### src/rtl/nand_nor_arbiter.sv
// Round-robin arbiter sharing one external NAND/NOR cell among N_REQ requesters.
// Operands are latched at grant, held SETTLE_CYC cycles, then both results are sampled and checked.
module nand_nor_arbiter #(
   parameter int N_REQ      = 4,
   parameter int SETTLE_CYC = 2
) (
   input  logic             clk,
   input  logic             rst,
   input  logic [N_REQ-1:0] req,
   input  logic [N_REQ-1:0] a,
   input  logic [N_REQ-1:0] b,
   input  logic             gate_nand,
   input  logic             gate_nor,
   output logic             gate_a,
   output logic             gate_b,
   output logic [N_REQ-1:0] grant,
   output logic [N_REQ-1:0] rsp_valid,
   output logic             rsp_nand,
   output logic             rsp_nor,
   output logic             rsp_err,
   output logic             sticky_err,
   output logic [7:0]       err_cnt,
   output logic             busy
);
   localparam int PW = $clog2(N_REQ);
   localparam int CW = 4;

   typedef enum logic [1:0] {S_IDLE, S_SETTLE, S_SAMPLE} state_t;

   state_t           r_state, w_state_nxt;
   logic [PW-1:0]    r_ptr, w_ptr_nxt;
   logic [PW-1:0]    r_win, w_win_nxt;
   logic [CW-1:0]    r_cnt, w_cnt_nxt;
   logic [N_REQ-1:0] r_grant, w_grant_nxt;
   logic [N_REQ-1:0] r_rsp_valid, w_rsp_valid_nxt;
   logic             r_gate_a, w_gate_a_nxt;
   logic             r_gate_b, w_gate_b_nxt;
   logic             r_rsp_nand, w_rsp_nand_nxt;
   logic             r_rsp_nor, w_rsp_nor_nxt;
   logic             r_rsp_err, w_rsp_err_nxt;
   logic             r_sticky, w_sticky_nxt;
   logic [7:0]       r_err_cnt, w_err_cnt_nxt;
   logic             r_busy, w_busy_nxt;

   logic [N_REQ-1:0] w_elig;
   logic             w_hit;
   logic [PW-1:0]    w_win;
   logic             w_mis;

   // The requester in its response cycle is masked so it cannot be re-granted immediately.
   always_comb begin
      logic [PW-1:0] idx;
      w_elig = req & ~r_rsp_valid;
      w_hit  = 1'b0;
      w_win  = '0;
      idx    = '0;
      for (int i = 0; i < N_REQ; i++) begin
         idx = PW'((int'(r_ptr) + i) % N_REQ);
         if (!w_hit && w_elig[idx]) begin
            w_hit = 1'b1;
            w_win = idx;
         end
      end
   end

   assign w_mis = (gate_nand != ~(r_gate_a & r_gate_b)) | (gate_nor != ~(r_gate_a | r_gate_b));

   always_ff @(posedge clk) begin
      if (rst) r_state <= S_IDLE;
      else     r_state <= w_state_nxt;
   end

   always_comb begin
      w_state_nxt = r_state;
      case (r_state)
         S_IDLE:   if (w_hit) w_state_nxt = S_SETTLE;
         S_SETTLE: if (r_cnt == '0) w_state_nxt = S_SAMPLE;
         S_SAMPLE: w_state_nxt = S_IDLE;
         default:  w_state_nxt = S_IDLE;
      endcase
   end

   always_comb begin
      w_ptr_nxt       = r_ptr;
      w_win_nxt       = r_win;
      w_cnt_nxt       = r_cnt;
      w_grant_nxt     = r_grant;
      w_rsp_valid_nxt = '0;
      w_gate_a_nxt    = r_gate_a;
      w_gate_b_nxt    = r_gate_b;
      w_rsp_nand_nxt  = r_rsp_nand;
      w_rsp_nor_nxt   = r_rsp_nor;
      w_rsp_err_nxt   = 1'b0;
      w_sticky_nxt    = r_sticky;
      w_err_cnt_nxt   = r_err_cnt;
      case (r_state)
         S_IDLE: begin
            if (w_hit) begin
               w_grant_nxt  = {{(N_REQ-1){1'b0}}, 1'b1} << w_win;
               w_gate_a_nxt = a[w_win];
               w_gate_b_nxt = b[w_win];
               w_cnt_nxt    = CW'(SETTLE_CYC - 1);
               w_win_nxt    = w_win;
            end
         end
         S_SETTLE: begin
            if (r_cnt != '0) w_cnt_nxt = r_cnt - 1'b1;
         end
         S_SAMPLE: begin
            w_rsp_nand_nxt  = gate_nand;
            w_rsp_nor_nxt   = gate_nor;
            w_rsp_valid_nxt = r_grant;
            w_grant_nxt     = '0;
            w_ptr_nxt       = (r_win == PW'(N_REQ - 1)) ? '0 : r_win + 1'b1;
            w_rsp_err_nxt   = w_mis;
            if (w_mis) begin
               w_sticky_nxt = 1'b1;
               if (r_err_cnt != 8'hFF) w_err_cnt_nxt = r_err_cnt + 8'd1;
            end
         end
         default: ;
      endcase
      w_busy_nxt = (w_state_nxt != S_IDLE);
   end

   always_ff @(posedge clk) begin
      if (rst) begin
         r_ptr       <= '0;
         r_win       <= '0;
         r_cnt       <= '0;
         r_grant     <= '0;
         r_rsp_valid <= '0;
         r_gate_a    <= 1'b0;
         r_gate_b    <= 1'b0;
         r_rsp_nand  <= 1'b0;
         r_rsp_nor   <= 1'b0;
         r_rsp_err   <= 1'b0;
         r_sticky    <= 1'b0;
         r_err_cnt   <= '0;
         r_busy      <= 1'b0;
      end else begin
         r_ptr       <= w_ptr_nxt;
         r_win       <= w_win_nxt;
         r_cnt       <= w_cnt_nxt;
         r_grant     <= w_grant_nxt;
         r_rsp_valid <= w_rsp_valid_nxt;
         r_gate_a    <= w_gate_a_nxt;
         r_gate_b    <= w_gate_b_nxt;
         r_rsp_nand  <= w_rsp_nand_nxt;
         r_rsp_nor   <= w_rsp_nor_nxt;
         r_rsp_err   <= w_rsp_err_nxt;
         r_sticky    <= w_sticky_nxt;
         r_err_cnt   <= w_err_cnt_nxt;
         r_busy      <= w_busy_nxt;
      end
   end

   assign gate_a     = r_gate_a;
   assign gate_b     = r_gate_b;
   assign grant      = r_grant;
   assign rsp_valid  = r_rsp_valid;
   assign rsp_nand   = r_rsp_nand;
   assign rsp_nor    = r_rsp_nor;
   assign rsp_err    = r_rsp_err;
   assign sticky_err = r_sticky;
   assign err_cnt    = r_err_cnt;
   assign busy       = r_busy;
endmodule

### config.mk
export PLATFORM = sky130hd
export DESIGN_NAME = nand_nor_arbiter
export DESIGN_NICKNAME = d
export VERILOG_FILES = /design/src/rtl/nand_nor_arbiter.sv
export SDC_FILE = /design/constraint.sdc
export NUM_CORES = 1
export LEC_CHECK = 0
export BUFFER_PORTS_ARGS = -buffer_cell sky130_fd_sc_hd__buf_2
export CORE_MARGIN = 1
export CORE_UTILIZATION = 29
export DETAILED_ROUTE_END_ITERATION = 8
export SKIP_CTS_REPAIR_TIMING = 1
export SYNTH_ARGS = -nofsm -noshare
export SYNTH_HDL_FRONTEND = slang
export SYNTH_SLANG_ARGS = --single-unit
### constraint.sdc
create_clock -name clk -period 3.4 [get_ports clk]
set_clock_uncertainty 0.05 [all_clocks]
set_input_delay 0.68 -clock clk [delete_from_list [all_inputs] [get_ports clk]]
set_output_delay 0.68 -clock clk [all_outputs]
set_load 0.05 [all_outputs]
==> impl_results.md, run 1 <==
* Die H at 76.4 microns
* Fillers at 565
* Chip width at 76.4 microns
* Clock Latency Late Sink at 0.28 ns
* Syn avg cell area at 8.98 sq um
* Residual DRC at 0
* H-tree depth at 2
* Routability cong. at 0.751
* Synth cell types at 47
* Port-buffer cells at 38
* R2R Setup Slk at 1.45 ns
* GRT Total Usage at 12.5%
* Max-cap violations at 0
* WP data required at 3.57 ns
* Inserted Diodes at 0
* Post-synthesis cell count at 179
* Layout Nets at 237
* DR iter-0 viols at 95
* Tmin final at 2.06 ns
* Leakage at 0.000800 uW
* CP startpoint kind: input pin
* Mux contribution to synthesized area at 4.44%
* Status: complete, no violations
* Clock Root Buffer: clkbuf_8
* Commonest register cell after synthesis: dfxtp_1
* WHS at 0.394 ns
* CP Max Fanout at 7
* Area taken by flip-flops and latches at 661 sq um
* Synth Area in Compound Gates at 21.6%
* Max IR drop VDD at 0.000261 V
* CP Class: in -> reg
* Initial antenna violation count at 0
* Least-Margin Pin Slew at 0.610 ns
* Seq cells post-synth at 33
* Register area share after synthesis at 41.1%
* Post-synthesis adder-cell area fraction at 2.34%
* Pre-antenna DRT Iters at 4
* Detailed Place HPWL at 2.39 mm
* Post-Synth Simple-Gate Area at 24.7%
* Critical Path Max Stage Delay at 0.50 ns
* Total clock sinks at 33
* Post-Synthesis Cell Area at 1610 sq um
* Max_slew headroom at 59.2%
* Multi-input gate area at 870 sq um
* CTS buffer count at 5
* Yosys Warn Count at 0
* Xor and xnor area share after synthesis at 1.09%
* Syn nets at 198
* Clk slew on worst S/H paths at 0.07 ns
* CP max stage cell: nor2b_1
* P&R area growth vs syn at 21.2%
* Vias in the first global route at 1288
* Main combinational cell family by area after synthesis: simple AND/OR/NAND/NOR gates
* Final slew viol count at 0
* Vias per Instance at 4.83
* Highest Clock Rate at 0.486 GHz
* First-pass GRT wire length at 5.86 mm
* Vias at 1395
* EDFF count, synth at 0
* Setup_tns at 0 ns
* CP Cell Sequence: buf_2 > nor2b_1 > o221ai_1 > a221oi_1 > a22oi_1 > nor2_1
* # setup viols final at 0
* Power per cell area at 530 nW/um^2
* # rows at 26
* Largest net degree at the start of global routing at 31
* RSZ-0062 raised after global routing: false
* Hold/Removal Path Class: reg -> reg
* Layout cells sized above 1 at 26.0%
* Total Wirelength at 3.35 mm
* IO Count at 39
* Final hold vios at 0
* Crit path DAT at 2.23 ns
* CP endpoint kind: flip-flop
* Post-route ant nets at 0
* Grt ovf at 0
* Placeable Area at 5200 sq um
* Routed WL per cell at 11.6 microns
* Starting Density at 30.9%
* CTS max path bufs at 2
* CTS tree: built
* Synth async-reset ratio at 0%
* Die area at 5840 sq um
* Final period util at 60.5%
[logic make-up after synthesis]
kind of cell / Yosys count
mux: 7
compound gates: 46
simple gates: 72
flops: 33
xor+xnor: 2
fa+ha+maj: 3
buf+inv: 16
[report_power, final]
group,switching (uW),internal [uW]
sequential,28.8,420
clock,142,183
combinational,163,93.9
total,335,697
[cells in the mapped netlist (all sizes together), types with 2 or more instances]
master,number,share of area (%)
o41ai,3,3.3
mux2i,6,3.7
buf,5,2.2
ha,3,2.3
nand3b,3,1.4
nor2,18,4.2
inv,10,2.3
o221ai,4,2.2
or3b,3,1.6
a211oi,4,2.5
nand3,2,0.62
a21oi,19,5.9
or3,5,1.9
nor2b,6,2.8
and2,4,1.6
dfxtp,33,41
or4,4,1.9
nor3,3,0.93
o31ai,3,1.4
nand2,13,3.0
o21ai,6,2.1
nand2b,7,2.9
[sequential cells by signal, summed over array words and instances (netlist names)]
name	flops
busy	1
grant	4
rsp_valid	4
r_state	2
sticky_err	1
r_ptr	2
r_cnt	4
r_win	2
gate_b	1
rsp_nand	1
err_cnt	8
rsp_err	1
gate_a	1
rsp_nor	1
[routing by layer]
layer	global-route usage [%]	part of all wire [%]
met4	5.77	1.3
met5	0	0
met1	16.1	49
met3	3.83	4.6
met2	18.9	45
[critical path, delay by kind of cell]
family | cells | cell delay [ns]
AOI/OAI and AO/OA | 3 | 0.87
buffers and inverters | 1 | 0.07
and+or+nand+nor | 2 | 0.61
[stage by stage]
step	power, uW	worst slack, ns	instance area [sq um]	util, %	cells
after floorplan	662	1.36	1610	-	179
after global placement	714	1.05	1850	35.5	281
after detailed placement	717	1.04	1850	35.5	281
after CTS	1040	1.33	1950	37.4	289
after global routing	1090	1.17	1950	37.4	289
final	1030	1.34	1950	37.4	289
[worst paths after layout]
kind | startpoint | to | cells past startpoint
min reg2reg | sticky_err$_SDFFE_PP0P_ | sticky_err$_SDFFE_PP0P_ | 2
max reg2reg | r_state[0]$_SDFF_PP0_ | err_cnt[7]$_SDFFE_PP0P_ | 5
min | sticky_err$_SDFFE_PP0P_ | sticky_err$_SDFFE_PP0P_ | 2
max | req[1] | grant[3]$_SDFFE_PP0P_ | 6
[cell type report]
cell class | instances | area share (%)
clock inverter | 1 | 0.257
inverter | 10 | 1.93
timing repair buffer | 38 | 9.77
sequential | 33 | 33.9
clock buffer | 7 | 4.95
tap | 70 | 4.50
multi-input combinational | 130 | 44.7
[cell usage in the layout (no fill, tap or decap), types with 2 or more instances in the layout]
cell | netlist | routed
o31ai_1 | 3 | 3
mux2i_1 | 6 | 6
nor2_1 | 18 | 18
nand3_1 | 2 | 2
o21ai_0 | 4 | 4
nand3b_1 | 3 | 3
nor3_1 | 3 | 3
nor2b_1 | 5 | 5
a211oi_2 | 2 | 2
inv_1 | 10 | 10
nand2_1 | 13 | 13
ha_1 | 3 | 3
and2_1 | 4 | 4
o221ai_1 | 4 | 4
or4_1 | 4 | 4
clkbuf_8 | 0 | 7
a21oi_1 | 19 | 19
or3_1 | 5 | 5
nand2b_1 | 6 | 6
a211oi_1 | 2 | 2
dfxtp_1 | 33 | 33
or3b_1 | 2 | 2
buf_2 | 1 | 38
Note: power is estimated with default switching activity, not from simulation.
==> run 2, diff against run 1 <==
- ABC_AREA: not set -> 1
- clock period: 3.4 -> 2.08 ns (I/O delays scaled with it)
==> run 2 against run 1 <==
Against the previous run: setup slack worse by 1.1 ns; register-to-register slack got worse by 1.2 ns; wire length grew 23%; clock-buffer cell count did not move.
==> impl_results.md, run 2 <==
* Detailed Place HPWL at 3.12 mm
* Grt ovf at 0
* Final period util at 87.9%
* Gate power share at 46.8%
* CTS max path bufs at 2
* Max IR drop VDD at 0.000441 V
* Max-cap violations at 0
* Final slew viol count at 0
* CP max stage cell: dfxtp_1
* WHS Path Cells at 3
* Synth top area cells: dfxtp_1, nand2_1, nand3_1
* Pre-antenna DRT Iters at 4
* Synth async-reset ratio at 0%
* Layout Nets at 314
* Reg-to-reg startpoint: r_ptr[1]$_SDFFE_PP0P_
* Most numerous cell in the Yosys netlist: nand2_1
* Die area at 6610 sq um
* Worst slack at placement at 0.179 ns
* Chip width at 81.3 microns
* CP endpoint kind: flip-flop
* Clock Latency Late Sink at 0.29 ns
* Commonest non-fill, non-tap cells in the layout: nand2_1, buf_2, inv_1
* Inserted Diodes at 0
* Total Power at 2670 uW
* Largest net degree at the start of global routing at 18
* Hold Crit Start: gate_nor
* CTS buffer count at 5
* Status: complete, no violations
* WP data required at 2.25 ns
* Leakage at 0.00103 uW
* Highest Clock Rate at 0.547 GHz
* Die H at 81.3 microns
* Commonest register cell after synthesis: dfxtp_1
* Register area share after synthesis at 36.2%
* Main combinational cell family by area after synthesis: simple AND/OR/NAND/NOR gates
* Least-Margin Pin Slew at 0.373 ns
* DR iter-0 viols at 85
* Slack of the critical path at 0.252 ns
* Total clock sinks at 33
* Setup_tns at 0 ns
* P&R area growth vs syn at 20.6%
* Sw frac at 46.1%
* Initial antenna violation count at 0
* Met2 Use GR at 22.9%
* First-pass GRT wire length at 6.83 mm
* Power Internal at 1440 uW
* Max_slew headroom at 75.1%
* Mux contribution to synthesized area at 0%
* Post-synthesis cell count at 252
* Clock Root Buffer: clkbuf_8
* CP Cell Sequence: nand2_1 > nand2_2 > nand3_1 > nand2_2 > nand4_4 > nand3_4 > inv_4 > nor2_4 > nand2_1 > a21oi_1
* IO Count at 39
* NetSw at 1230 uW
* Yosys Warn Count at 0
* Tmin final at 1.83 ns
* Critical path origin: r_ptr[1]$_SDFFE_PP0P_
* Yosys top cell by area: dfxtp_1
* CP Class: reg -> reg
* Syn nets at 271
* Power per cell area at 1210 nW/um^2
* Area taken by flip-flops and latches at 662 sq um
* Routability cong. at 0.831
* EDFF count, synth at 0
* Post-Synthesis Cell Area at 1820 sq um
* Post-synthesis adder-cell area fraction at 2.06%
* Final hold vios at 0
* Largest register FFs at 8
* Vias in the first global route at 1523
* CP startpoint kind: flip-flop
* Placeable Area at 5990 sq um
* Crit path DAT at 2.00 ns
* Synth cell types at 33
* CTS tree: built
* Residual DRC at 0
* CP Max Fanout at 8
* Hold/Removal Path Class: in -> reg
* Vias at 1685
* Post-Route Utilization at 36.7%
* Clk network pwr share at 20.1%
* M1 GR Usage at 16.2%
* H-tree depth at 2
* Synth Area in Compound Gates at 10.6%
* GRT busiest layer: met2
* Starting Density at 30.5%
* Commonest non-fill, non-tap cell in the layout: nand2_1
* RSZ-0062 raised after global routing: false
* Layout cells sized above 1 at 27.7%
* Clk slew on worst S/H paths at 0.07 ns
* Sequential share of power at 33.1%
* Synth cell count leaders: nand2_1, inv_1, dfxtp_1, nand3_1, nor2_1
* Critical Path Max Stage Delay at 0.54 ns
* Port-buffer cells at 38
* # setup viols final at 0
* Xor and xnor area share after synthesis at 0.960%
* Routed WL per cell at 11.1 microns
* Yosys top cell area share at 36.2%
* Seq cells post-synth at 33
* # rows at 28
* GRT Total Usage at 13.7%
* Vias per Instance at 4.54
* Syn avg cell area at 7.24 sq um
* Multi-input gate area at 960 sq um
* Post-route ant nets at 0
* Reg2Reg Depth at 10
* Total Wirelength at 4.11 mm
* Fillers at 638
* Grt met3 use at 4.49%
* Post-Synth Simple-Gate Area at 39.0%
-- run 2: cell families after synthesis --
logic type | count (synthesis)
AND/OR/NAND/NOR | 133
buffers and inverters | 47
AO/OA/AOI/OAI | 34
flip-flops | 33
adder cells (fa/ha/maj) | 3
XOR/XNOR | 2
-- run 2: cell type report --
class	count	share of cell area, %
Tap cell	75	4.27
Clock inverter	1	0.228
Inverter	42	7.74
Multi-Input combinational cell	172	43.6
Sequential cell	33	30.1
Timing Repair Buffer	41	9.67
Clock buffer	7	4.38
-- run 2: path summary, 6_finish.rpt --
path	endpoint	slack, ns
setup / recovery	grant[3]$_SDFFE_PP0P_	0.25
hold / removal	rsp_nor$_SDFFE_PP0P_	0.34
setup reg to reg	grant[3]$_SDFFE_PP0P_	0.25
hold reg to reg	rsp_valid[2]$_SDFF_PP0_	0.41
-- run 2: power groups by stage --
stage / sequential [uW] / clock [uW] / combinational, uW
floorplan: 1090 / 0 / 801
global placement: 898 / 0 / 1240
detailed placement: 897 / 0 / 1250
CTS: 884 / 560 / 1260
global route: 904 / 589 / 1390
finish: 884 / 538 / 1250
-- run 2: critical path: cells and delay by family, from the launching register on --
| kind | cells | cell delay [ns] |
|---|---|---|
| AO/OA/AOI/OAI | 1 | 0.14 |
| buffers and inverters | 1 | 0.08 |
| AND/OR/NAND/NOR | 8 | 0.95 |
| flip-flops | 1 | 0.54 |
-- run 2: routing by layer --
metal  routed length (microns)  vias to the layer above
met1                      1860                      739
met2                      1980                       36
met4                        55                        0
met5                         0                        -
li1                          -                      905
met3                       211                        5
-- run 2: through the flow --
step | cells | hold WS (ns) | area (sq um)
floorplan | 252 | 0.382 | 1820
finish | 371 | 0.337 | 2200
detailed placement | 363 | 0.400 | 2100
global placement | 363 | 0.400 | 2100
CTS | 371 | 0.327 | 2200
global route | 371 | 0.343 | 2200
